**config.mk**
```make
export PLATFORM = sky130hd
export DESIGN_NAME = lfsr_rr_sched_flat
export DESIGN_NICKNAME = d
export VERILOG_FILES = /design/src/rtl/lfsr_pkg.sv /design/src/rtl/lfsr_rr_sched_if.sv /design/src/rtl/lfsr_core.sv /design/src/rtl/lfsr_rr_sched.sv /design/src/flat_wrapper.sv
export SDC_FILE = /design/constraint.sdc
export NUM_CORES = 1
export LEC_CHECK = 0
export BUFFER_PORTS_ARGS = -buffer_cell sky130_fd_sc_hd__clkbuf_2
export CORE_ASPECT_RATIO = 1.1
export CORE_MARGIN = 1
export CORE_UTILIZATION = 53
export DETAILED_ROUTE_END_ITERATION = 10
export GPL_TIMING_DRIVEN = 0
export PLACE_DENSITY = 0.83
export SYNTH_ARGS = -nofsm -noshare
export SYNTH_HDL_FRONTEND = slang
export SYNTH_SLANG_ARGS = --single-unit
```
**constraint.sdc**
```tcl
create_clock -name clk -period 1.75 [get_ports clk]
set_input_delay 0.35 -clock clk [delete_from_list [all_inputs] [get_ports clk]]
set_output_delay 0.35 -clock clk [all_outputs]
set_load 0.01 [all_outputs]
```
**src/rtl/lfsr_pkg.sv**
```systemverilog
// Shared types and constants for the LFSR-driven round-robin scheduler.
package lfsr_pkg;

    localparam int LFSR_W = 5;
    localparam logic [LFSR_W-1:0] DEFAULT_SEED = 5'b10101;

    typedef enum logic [1:0] {
        IDLE = 2'd0,
        STEP = 2'd1,
        DONE = 2'd2
    } state_e;

    // Single Fibonacci step: feedback from taps 0 and 3 enters at the MSB.
    function automatic logic [LFSR_W-1:0] lfsr_next(input logic [LFSR_W-1:0] s);
        return {s[0] ^ s[3], s[4:1]};
    endfunction

endpackage

```
**src/rtl/lfsr_rr_sched_if.sv**
```systemverilog
// Request/grant/seed bundle between a requester-side master and the scheduler.
interface lfsr_rr_sched_if #(
    parameter int N_REQ = 4
);
    import lfsr_pkg::*;

    logic [N_REQ-1:0]  req;
    logic              seed_load;
    logic [LFSR_W-1:0] seed_val;
    logic [N_REQ-1:0]  gnt;
    logic              rnd_valid;
    logic [LFSR_W-1:0] rnd_data;
    logic              busy;
    logic              seed_rej;

    modport master (
        output req, seed_load, seed_val,
        input  gnt, rnd_valid, rnd_data, busy, seed_rej
    );

    modport slave (
        input  req, seed_load, seed_val,
        output gnt, rnd_valid, rnd_data, busy, seed_rej
    );

endinterface

```
**src/rtl/lfsr_core.sv**
```systemverilog
// 5-bit shift register with parallel load and all-zero lockup recovery.
module lfsr_core
    import lfsr_pkg::*;
#(
    parameter logic [LFSR_W-1:0] SEED = DEFAULT_SEED
) (
    input  logic              clk,
    input  logic              rst,
    input  logic              en,
    input  logic              load,
    input  logic [LFSR_W-1:0] load_val,
    output logic [LFSR_W-1:0] state
);

    logic [LFSR_W-1:0] state_q;
    logic [LFSR_W-1:0] state_d;

    // Load wins; otherwise a zero state is forced back to SEED before any shift.
    always_comb begin
        state_d = state_q;
        if (load) begin
            state_d = load_val;
        end else if (state_q == '0) begin
            state_d = SEED;
        end else if (en) begin
            state_d = lfsr_next(state_q);
        end
    end

    always_ff @(posedge clk or posedge rst) begin
        if (rst) begin
            state_q <= SEED;
        end else begin
            state_q <= state_d;
        end
    end

    assign state = state_q;

endmodule

```
**src/rtl/lfsr_rr_sched.sv**
```systemverilog
// Round-robin arbiter that runs the LFSR STEPS times per grant and hands the
// resulting word to the winner together with a one-cycle grant pulse.
module lfsr_rr_sched
    import lfsr_pkg::*;
#(
    parameter int                N_REQ = 4,
    parameter int                STEPS = 5,
    parameter logic [LFSR_W-1:0] SEED  = DEFAULT_SEED
) (
    input  logic           clk,
    input  logic           rst,
    lfsr_rr_sched_if.slave bus
);

    localparam int IDX_W = (N_REQ > 1) ? $clog2(N_REQ) : 1;

    state_e            state_q, state_d;
    logic [IDX_W-1:0]  ptr_q, ptr_d;
    logic [IDX_W-1:0]  win_q, win_d;
    logic [4:0]        cnt_q, cnt_d;
    logic [N_REQ-1:0]  gnt_q, gnt_dec;
    logic              rnd_valid_q;
    logic              seed_rej_q;

    logic              rr_any;
    logic [IDX_W-1:0]  rr_win;
    logic [IDX_W:0]    rr_idx;
    logic [IDX_W-1:0]  rr_idx_n;

    logic              lfsr_load;
    logic [LFSR_W-1:0] lfsr_load_val;
    logic [LFSR_W-1:0] lfsr_state;

    // First set request at or above ptr, wrapping past the top requester.
    always_comb begin
        rr_any   = 1'b0;
        rr_win   = ptr_q;
        rr_idx   = '0;
        rr_idx_n = '0;
        for (int k = 0; k < N_REQ; k++) begin
            rr_idx = {1'b0, ptr_q} + (IDX_W+1)'(k);
            if (rr_idx >= (IDX_W+1)'(N_REQ)) begin
                rr_idx = rr_idx - (IDX_W+1)'(N_REQ);
            end
            rr_idx_n = rr_idx[IDX_W-1:0];
            if (!rr_any && bus.req[rr_idx_n]) begin
                rr_any = 1'b1;
                rr_win = rr_idx_n;
            end
        end
    end

    always_comb begin
        state_d   = state_q;
        ptr_d     = ptr_q;
        win_d     = win_q;
        cnt_d     = cnt_q;
        lfsr_load = 1'b0;
        case (state_q)
            IDLE: begin
                if (bus.seed_load) begin
                    lfsr_load = 1'b1;
                end else if (rr_any) begin
                    win_d   = rr_win;
                    cnt_d   = '0;
                    state_d = STEP;
                end
            end
            STEP: begin
                cnt_d = cnt_q + 5'd1;
                if (cnt_q == 5'(STEPS - 1)) begin
                    state_d = DONE;
                end
            end
            DONE: begin
                ptr_d   = (win_q == IDX_W'(N_REQ - 1)) ? '0 : win_q + IDX_W'(1);
                state_d = IDLE;
            end
            default: begin
                state_d = IDLE;
            end
        endcase
    end

    assign lfsr_load_val = (bus.seed_val == '0) ? SEED : bus.seed_val;

    always_ff @(posedge clk or posedge rst) begin
        if (rst) begin
            state_q <= IDLE;
            ptr_q   <= '0;
            win_q   <= '0;
            cnt_q   <= '0;
        end else begin
            state_q <= state_d;
            ptr_q   <= ptr_d;
            win_q   <= win_d;
            cnt_q   <= cnt_d;
        end
    end

    genvar gi;
    generate
        for (gi = 0; gi < N_REQ; gi++) begin : g_gnt_dec
            assign gnt_dec[gi] = (state_q == DONE) && (win_q == IDX_W'(gi));
        end
    endgenerate

    // Grant, valid and reject are flops decoded from the registered state, so
    // the grant pulse lands on the cycle right after DONE.
    always_ff @(posedge clk or posedge rst) begin
        if (rst) begin
            gnt_q       <= '0;
            rnd_valid_q <= 1'b0;
            seed_rej_q  <= 1'b0;
        end else begin
            gnt_q       <= gnt_dec;
            rnd_valid_q <= (state_q == DONE);
            seed_rej_q  <= bus.seed_load && (state_q != IDLE);
        end
    end

    lfsr_core #(
        .SEED (SEED)
    ) u_lfsr (
        .clk      (clk),
        .rst      (rst),
        .en       (state_q == STEP),
        .load     (lfsr_load),
        .load_val (lfsr_load_val),
        .state    (lfsr_state)
    );

    assign bus.gnt       = gnt_q;
    assign bus.rnd_valid = rnd_valid_q;
    assign bus.rnd_data  = lfsr_state;
    assign bus.busy      = (state_q != IDLE);
    assign bus.seed_rej  = seed_rej_q;

endmodule

```
**src/flat_wrapper.sv**
```systemverilog
// flat-port wrapper written by rule: the top's interface ports become plain ports
module lfsr_rr_sched_flat import lfsr_pkg::*;
#(
    parameter int                N_REQ = 4,
    parameter int                STEPS = 5,
    parameter logic [LFSR_W-1:0] SEED  = DEFAULT_SEED
)
  (clk, rst, bus_req, bus_seed_load, bus_seed_val, bus_gnt, bus_rnd_valid, bus_rnd_data, bus_busy, bus_seed_rej);
  lfsr_rr_sched_if #(.N_REQ(N_REQ)) bus_i ();
  input  logic clk;
  input  logic rst;
  input wire logic [$bits(bus_i.req)-1:0] bus_req;
  input wire logic [$bits(bus_i.seed_load)-1:0] bus_seed_load;
  input wire logic [$bits(bus_i.seed_val)-1:0] bus_seed_val;
  output wire logic [$bits(bus_i.gnt)-1:0] bus_gnt;
  output wire logic [$bits(bus_i.rnd_valid)-1:0] bus_rnd_valid;
  output wire logic [$bits(bus_i.rnd_data)-1:0] bus_rnd_data;
  output wire logic [$bits(bus_i.busy)-1:0] bus_busy;
  output wire logic [$bits(bus_i.seed_rej)-1:0] bus_seed_rej;
  assign bus_i.req = bus_req;
  assign bus_i.seed_load = bus_seed_load;
  assign bus_i.seed_val = bus_seed_val;
  assign bus_gnt = bus_i.gnt;
  assign bus_rnd_valid = bus_i.rnd_valid;
  assign bus_rnd_data = bus_i.rnd_data;
  assign bus_busy = bus_i.busy;
  assign bus_seed_rej = bus_i.seed_rej;
  lfsr_rr_sched #(.N_REQ(N_REQ), .STEPS(STEPS), .SEED(SEED)) u_core (.clk(clk), .rst(rst), .bus(bus_i));
endmodule
```
=== Word-level counts from Yosys, hierarchy flattened ===
Index checks and enable logic that the tools add are counted.

* Bits in registers: 22
* Word-level logic and storage cells: 91

* Equality and inequality tests: 9
* Reduce and logical (&&, ||, !) cells: 21
* Bitwise operators: 2
* Add/sub/neg operators: 9
* $lt $le $gt $ge: 8
* Multiplexer cells: 34

{| class="wikitable"
|+ Operator list
! operator !! count
|-
| 5-bit two-way mux || 6
|-
| 2-bit two-way mux || 12
|-
| 2-bit by 3-bit < comparator with 1-bit output (second input constant) || 4
|-
| 5-bit zero test || 2
|-
| 1-bit two-way mux || 10
|-
| 5-bit one-hot mux with 2 select lines || 1
|-
| 3-bit greater-or-equal comparator (second input constant) || 3
|-
| 3-bit AND reduction || 3
|-
| 1-bit binary-select mux with 2-bit select || 4
|-
| 1-bit logical AND || 8
|-
| 2-bit by 1-bit subtractor with 2-bit output (second input constant) || 4
|-
| 2-bit by 2-bit adder with 3-bit output (second input constant) || 2
|-
| 2-bit equality test (second input constant) || 3
|-
| 5-bit by 1-bit adder with 5-bit output (second input constant) || 1
|-
| 5-bit by 3-bit equality test with 1-bit output (second input constant) || 1
|-
| 2-bit by 1-bit equality test with 1-bit output (second input constant) || 2
|-
| 2-bit zero test || 2
|-
| 2-bit by 1-bit inequality test with 1-bit output (second input constant) || 2
|-
| 2-bit one-hot mux with 2 select lines || 1
|-
| 2-bit nonzero test || 2
|-
| 2-bit by 1-bit adder with 3-bit output (second input constant) || 1
|-
| 2-bit by 3-bit greater-or-equal comparator with 1-bit output (second input constant) || 1
|-
| 1-bit zero test || 3
|-
| 3-bit nonzero test || 1
|-
| 4 further kinds || 4
|}

=== Depth between registers and ports, before layout ===
Gate-level depths: netlist (run 1).

* Depth after elaboration: 17
* Depth in mapped cells: 6

=== Cells and area by module ===
Synthesis (run 1) repeated with hierarchy kept, for this count alone.

* Cells, all modules: 124
* Area total of the unflattened synthesis: 1181.1 um^2

{| class="wikitable"
|+ Modules (own cells, without submodules)
! module !! times used !! area each (um^2) !! cells an instance !! seq. area each (um^2)
|-
| lfsr_rr_sched || 1 || 899.6 || 95 || 425.4
|-
| lfsr_core || 1 || 281.5 || 29 || 128.9
|}

=== Least setup slack after synthesis (run 1) ===
Ideal clock, no wire load.

* Kind: register to register
* From: reg u_core.u_lfsr.state_q[1] (netlist: u_core.u_lfsr.state[1])
* To: reg u_core.u_lfsr.state_q[2] (netlist: u_core.u_lfsr.state[2])
* Setup time: 0.058 ns
* Cell stages (with the launch flop): 4
* Path slack: 0.489 ns
* Data arrival time: 1.202 ns
* Cells stage by stage: dfrtp_1 or4_4 o21ai_2 o32a_2

* Longest elaborated chain between the ends: 3
* Elaborated cells between the ends (all ways): 4
* Those cells by class: mux: 2; reduce/logical: 2

{| class="wikitable"
|+ RTL lines
! item !! RTL line !! source
|-
| start: declaration || lfsr_core.sv:15 || <nowiki>logic [LFSR_W-1:0] state_q;</nowiki>
|-
| start signal: assignment || lfsr_core.sv:34 || <nowiki>state_q <= state_d;</nowiki>
|-
| 5-bit zero test * || lfsr_core.sv:23 || <nowiki>end else if (state_q == '0) begin</nowiki>
|-
| 5-bit two-way mux || lfsr_core.sv:23 ||
|-
| 5-bit two-way mux || lfsr_core.sv:21 || <nowiki>if (load) begin</nowiki>
|}

Mark *: on every way between the ends. The rest lies on a longest branch, timed or not.
A chain may end at the register's enable or synchronous reset.

=== Final worst setup path (run 1) ===
* From: reg u_core.state_q[0]
* To: out bus_busy

* Longest elaborated chain between the ends: 1

{| class="wikitable"
|+ RTL lines
! item !! RTL line !! source
|-
| start: declaration || lfsr_rr_sched.sv:17 || <nowiki>state_e state_q, state_d;</nowiki>
|-
| start signal: assignment || lfsr_rr_sched.sv:94 || <nowiki>state_q <= state_d;</nowiki>
|-
| 2-bit nonzero test || lfsr_rr_sched.sv:136 || <nowiki>assign bus.busy = (state_q != IDLE);</nowiki>
|-
| end: declaration || flat_wrapper.sv:18 || <nowiki>output wire logic [$bits(bus_i.busy)-1:0] bus_busy;</nowiki>
|}

No other way between the ends.

==> impl_metrics.yaml, run 1 <==
status:
  outcome: "complete, no violations"
sta:
  rsz0062_at_grt: "no"
  relSlewSlack_pct: 46.5
  skew_ns: 0.00426
  worstMarginPinSlew_ns: 0.802
  maxSlewViolCount: 0
  hold_viol: 0
  finalSetupViolCount: 0
  final.min_clock_period_ns: 1.62
  fmax_ghz: 0.616
  post-route-period-util_pct: 92.8
  finalSetupTns_ns: 0
grt:
  grt_use_met1_pct: 23.8
  use_met2_pct: 38.7
  track_usage_pct: 22.1
  grt_antenna_before_repair: 0
  grt_max_degree: 23
  grt_pass1_vias: 912
  grtUsageMet3_pct: 3.13
  grt_pass1_wl_um: 3710
  grt_most_used_layer: "met2"
  overflow: 0
setup_path:
  startpoint_type: "flop"
  crit_type: "reg2out"
  cp_data_required_time_ns: 1.40
  slowest_stage: "dfrtp_1"
  cpPeakStageDelay_ns: 0.41
  crit_chain: "buf_4 -> nor2_2 -> inv_1 -> clkbuf_2"
  cp.arrival_ns: 1.27
  cp_max_fo: 10
  crit_family: "buffers and inverters"
  cp-end-kind: "primary output"
  critPathBufInv: 3
detailed_routing:
  ant_nets: 0
  vias_per_cell: 5.51
  routed_wl_um: 2250
  route.detailed.drc: 0
  drt_pass1_iterations: 4
  drtIter0Drc: 12
  dr_total_vias: 926
  post_drt_wl_per_cell_um: 13.4
place:
  place_hpwl_um: 1710
  placed_cell_area_um2: 1330
  place_congestion: 0.854
  port_buffers: 22
power:
  clock_power_share_pct: 17.6
  vdd_drop_max_mv: 0.816
  netSwitchingPower_uw: 825
  power.density_nw_per_um2: 1610
  p_int_uw: 1390
  p_leak_uw: 0.000677
  power_switching_share_pct: 37.2
  power_frac_comb_pct: 41.7
  pwr-share-seq_pct: 40.7
logic_synthesis:
  syn-num-nets: 132
  synthMuxAreaShare_pct: 2.75
  synthTopCellsByCount: "dfrtp_1, nor2_1, inv_1"
  yosys.area_share.simple_pct: 21.4
  synth_xor_area_share_pct: 2.22
  yosys_warnings: 0
  ys_ff_latch: 22
  synth_compound_gate_area_share_pct: 15.1
  synth_cell_types: 39
  syn-cell-area_um2: 1180
  synth_top_family_by_area: "simple AND/OR/NAND/NOR gates"
  synth.avg_cell_area_um2: 10.4
  synthFlopType: "dfrtp_1"
  ys_top_cells_by_area: "dfrtp_1, dfstp_2, ha_1"
  synthCells: 114
  synthAdderAreaFrac_pct: 6.36
  async_flop_share_pct: 100
  yosysTopAreaCellShare_pct: 40.3
  synth_area_leader_cell: "dfrtp_1"
  synth_edf_count: 0
  yosysMostFrequentCell: "dfrtp_1"
  synth_seq_area_share_pct: 46.9
clock_tree:
  post_cts_buffers: 0
  cts-root-buf: "clkbuf_4"
  cts_resized: 0
  clk_latency_ns: 0.31
  h-tree-depth: 1
  clockBufferDepth: 2
  clkSinkCount: 22
  clk_pin_slew_worst_paths_ns: 0.12
  cts_tree: "done"
  cts_made_buffers: 3
  postCtsHoldBufs: 0
final_layout:
  insertedDiodeCount: 0
  multi_input_area_um2: 566
  fin_nets: 159
  area_delta_synth_final_pct: 16.7
  drive_gt1_share_pct: 30.0
  postLayoutCellArea_um2: 1380
  seq_area_um2: 554
  nFillCells: 173
die:
  start_util_pct: 57.2
  rows: 17
  core_um2: 2060
  die_area_um2: 2420
  die_h_um: 51.5
  die_w_um: 47.0
  pin_count: 24
worst_hold_path:
  hold_class: "in2async"
run:
  max_cap_violations: 0
-- worst reg2reg max path: cells and delay by family, from the launching register on --
family                 cells  cell delay (ns)
AO/OA/AOI/OAI              2             0.21
AND/OR/NAND/NOR            2             0.41
buffers and inverters      2             0.28
flip-flops                 1             0.41
-- cell families (layout without fill, tap and decap cells) --
| kind of cell | Yosys count | in the layout |
|---|---|---|
| simple gates | 42 | 42 |
| compound gates | 25 | 25 |
| mux | 3 | 3 |
| buf+inv | 13 | 39 |
| xor+xnor | 3 | 3 |
| fa+ha+maj | 6 | 6 |
| flops | 22 | 22 |
-- layout by cell type (no fill, tap or decap), drive strengths merged, types with 3 or more instances in the layout --
cell	instances
dfrtp	19
inv	8
nand2b	4
nand2	4
clkbuf	27
nor2b	7
o21ai	6
nand3	3
buf	3
dfstp	3
nor2	10
and2	5
nor3	5
ha	6
a21oi	4
-- cell type report --
cell class              instances  area share [%]
plain buffers                   5            2.27
clock buffers                   3            1.63
multi-input cells              79            41.0
well taps                      28            2.54
flip-flops and latches         22            40.2
clock inverters                 1            2.18
repair buffers                 22            7.99
inverters                       8            2.18
-- layer usage --
metal | part of all wire (%) | vias up | routed length (µm)
met1 | 43 | 432 | 960
met2 | 50 | 39 | 1120
li1 | - | 448 | -
met5 | 0 | - | 0
met3 | 4.4 | 7 | 99
met4 | 2.9 | 0 | 66
-- power groups by stage --
stage | Clock (µW) | Sequential, µW | Combinational, µW
after floorplan | 0 | 900 | 661
after global placement | 0 | 896 | 881
after detailed placement | 0 | 910 | 929
after CTS | 395 | 902 | 933
after global routing | 409 | 926 | 1050
final | 390 | 903 | 924
-- per-stage QoR --
step / cells / worst slack (ns) / utilization [%] / power (µW) / hold WS (ns)
after floorplan: 114 / 0.489 / - / 1560 / 0.337
after global placement: 164 / 0.424 / 64.3 / 1780 / 0.519
after detailed placement: 164 / 0.384 / 64.3 / 1840 / 0.524
after CTS: 168 / 0.133 / 66.8 / 2230 / 0.171
after global routing: 168 / 0.0517 / 66.8 / 2380 / 0.214
final: 168 / 0.126 / 66.8 / 2220 / 0.145
-- state kept, by name, summed over array words and instances (netlist names) --
| name | count |
|---|---|
| u_core.bus.seed_rej | 1 |
| u_core.u_lfsr.state | 5 |
| u_core.state_q | 2 |
| u_core.bus.gnt | 4 |
| u_core.ptr_q | 2 |
| u_core.cnt_q | 5 |
| u_core.bus.rnd_valid | 1 |
| u_core.win_q | 2 |
-- final timing paths --
kind	start	end	slack, ns	cells after the start
max	u_core.state_q[0]$_DFFE_PP0P_	bus_busy	0.13	4
min	rst	u_core.bus.gnt[2]$_DFF_PP0_	0.15	2
max reg2reg	u_core.state_q[0]$_DFFE_PP0P_	u_core.win_q[1]$_DFFE_PP0P_	0.38	6
min reg2reg	u_core.ptr_q[0]$_DFFE_PP0P_	u_core.ptr_q[0]$_DFFE_PP0P_	0.56	1
max in group asynchronous	rst	u_core.state_q[1]$_DFFE_PP0P_	1.11	2
min in group clk	bus_seed_val[0]	u_core.u_lfsr.state[0]$_DFFE_PP1P_	0.29	2
Power figures use the tool's default switching activity.
==> run 2: changes to the inputs <==
--- a/config.mk
+++ b/config.mk
@@ -8,10 +8,11 @@
 export BUFFER_PORTS_ARGS = -buffer_cell sky130_fd_sc_hd__clkbuf_2
 export CORE_ASPECT_RATIO = 1.1
 export CORE_MARGIN = 1
-export CORE_UTILIZATION = 53
+export CORE_UTILIZATION = 56
+export CTS_BUF_LIST = sky130_fd_sc_hd__clkbuf_8
 export DETAILED_ROUTE_END_ITERATION = 10
 export GPL_TIMING_DRIVEN = 0
-export PLACE_DENSITY = 0.83
+export PLACE_DENSITY = 0.87
 export SYNTH_ARGS = -nofsm -noshare
 export SYNTH_HDL_FRONTEND = slang
 export SYNTH_SLANG_ARGS = --single-unit
==> run 2 against run 1 <==
Effect of this change: critical path depth unchanged; routed wire length up 4.5%; clock-buffer cell count unchanged.
==> impl_metrics.yaml, run 2 (synthesis results as in run 1) <==
power:
  power_frac_comb_pct: 40.8
  clock_power_share_pct: 20.3
  pwr-share-seq_pct: 38.8
  total_power_uw: 2320
  netSwitchingPower_uw: 846
  p_leak_uw: 0.000685
  p_int_uw: 1470
  power_switching_share_pct: 36.5
  power.density_nw_per_um2: 1660
  vdd_drop_max_mv: 0.961
sta:
  post-route-period-util_pct: 88.2
  finalSetupViolCount: 0
  hold_viol: 0
  setup_ws_ns: 0.207
  final.min_clock_period_ns: 1.54
  worstMarginPinSlew_ns: 0.797
  finalSetupTns_ns: 0
  maxSlewViolCount: 0
  fmax_ghz: 0.648
  hold-worst-slack_ns: 0.202
  skew_ns: 0.00724
  relSlewSlack_pct: 46.8
  rsz0062_at_grt: "no"
detailed_routing:
  route.detailed.drc: 0
  routed_wl_um: 2350
  drt_pass1_iterations: 4
  ant_nets: 0
  drtIter0Drc: 17
  vias_per_cell: 5.62
  dr_total_vias: 944
  post_drt_wl_per_cell_um: 14.0
clock_tree:
  clk_latency_ns: 0.27
  post_cts_buffers: 0
  clkSinkCount: 22
  cts_resized: 0
  clk_pin_slew_worst_paths_ns: 0.08
  postCtsHoldBufs: 0
  cts-root-buf: "clkbuf_8"
  h-tree-depth: 1
  cts_made_buffers: 3
  cts_tree: "done"
  clockBufferDepth: 2
final_layout:
  final_common_cell: "clkbuf_2"
  mostFrequentLayoutCells: "clkbuf_2, dfrtp_1, nor2_1"
  fin_nets: 159
  area_delta_synth_final_pct: 18.3
  multi_input_area_um2: 566
  drive_gt1_share_pct: 30.0
  utilization_pct: 69.9
  insertedDiodeCount: 0
  seq_area_um2: 554
  nFillCells: 177
worst_hold_path:
  hold_class: "in2async"
die:
  start_util_pct: 59.1
  pin_count: 24
  die_area_um2: 2300
  die_h_um: 50.2
  core_um2: 2000
  die_w_um: 45.8
  rows: 17
setup_path:
  r2r_start: "u_core.state_q[0]$_DFFE_PP0P_"
  rr_worst_depth: 6
  cp.arrival_ns: 1.19
  cp_data_required_time_ns: 1.40
  cp_max_fo: 10
  rrSetupSlack_ns: 0.37
  startpoint_type: "flop"
  cp-end-kind: "primary output"
  crit_type: "reg2out"
  r2r_end: "u_core.win_q[1]$_DFFE_PP0P_"
grt:
  grt_antenna_before_repair: 0
  grt_pass1_wl_um: 3760
  overflow: 0
  grt_max_degree: 23
  grt_pass1_vias: 933
  track_usage_pct: 22.7
place:
  pre_cts_ws_ns: 0.366
  place_congestion: 0.771
  place_hpwl_um: 1810
  port_buffers: 22
run:
  max_cap_violations: 0
status:
  outcome: "complete, no violations"
[run 2: cell counts in the layout (fill, tap and decap cells not counted)]
Identical to the previous run, type by type.
[run 2: cell type report]
class                           instances  share of cell area, %
Clock inverter                          1                   2.15
Sequential cell                        22                   39.7
Clock buffer                            3                   2.95
Timing Repair Buffer                   22                   7.88
Buffer                                  5                   2.24
Tap cell                               28                   2.51
Inverter                                8                   2.15
Multi-Input combinational cell         79                   40.5
[run 2: stage by stage]
stage               cells  area [µm²]
floorplan             114        1180
finish                168        1400
detailed placement    164        1330
CTS                   168        1400
global route          168        1400
global placement      164        1330
[run 2: power groups by stage]
stage	Clock, µW	Combinational, µW	Sequential (µW)
detailed placement	0	950	906
global placement	0	878	894
global route	491	1060	928
floorplan	0	661	900
CTS	476	955	897
finish	471	946	899
[run 2: worst max-delay path, stage by stage (launching register included)]
cell and delay, ns:
dfrtp_1 0.38, buf_4 0.17, nor2_2 0.13, inv_1 0.10, clkbuf_2 0.15
[run 2: routing by layer]
metal / part of all wire, % / GRT usage (%)
met5: 0 / 0
met4: 1.3 / 8.33
met3: 4.3 / 4.68
met2: 52 / 39.0
met1: 42 / 27.2
[run 2: worst max-delay path by stage]
stage,slack [ns],endpoint,from
floorplan,0.49,u_core.u_lfsr.state[2]$_DFFE_PP1P_,u_core.u_lfsr.state[1]$_DFFE_PP0P_
global placement,0.43,u_core.ptr_q[0]$_DFFE_PP0P_,u_core.state_q[1]$_DFFE_PP0P_
detailed placement,0.37,u_core.ptr_q[0]$_DFFE_PP0P_,u_core.state_q[1]$_DFFE_PP0P_
CTS,0.20,bus_busy,u_core.state_q[0]$_DFFE_PP0P_
global route,0.16,bus_busy,u_core.state_q[0]$_DFFE_PP0P_
finish,0.21,bus_busy,u_core.state_q[0]$_DFFE_PP0P_
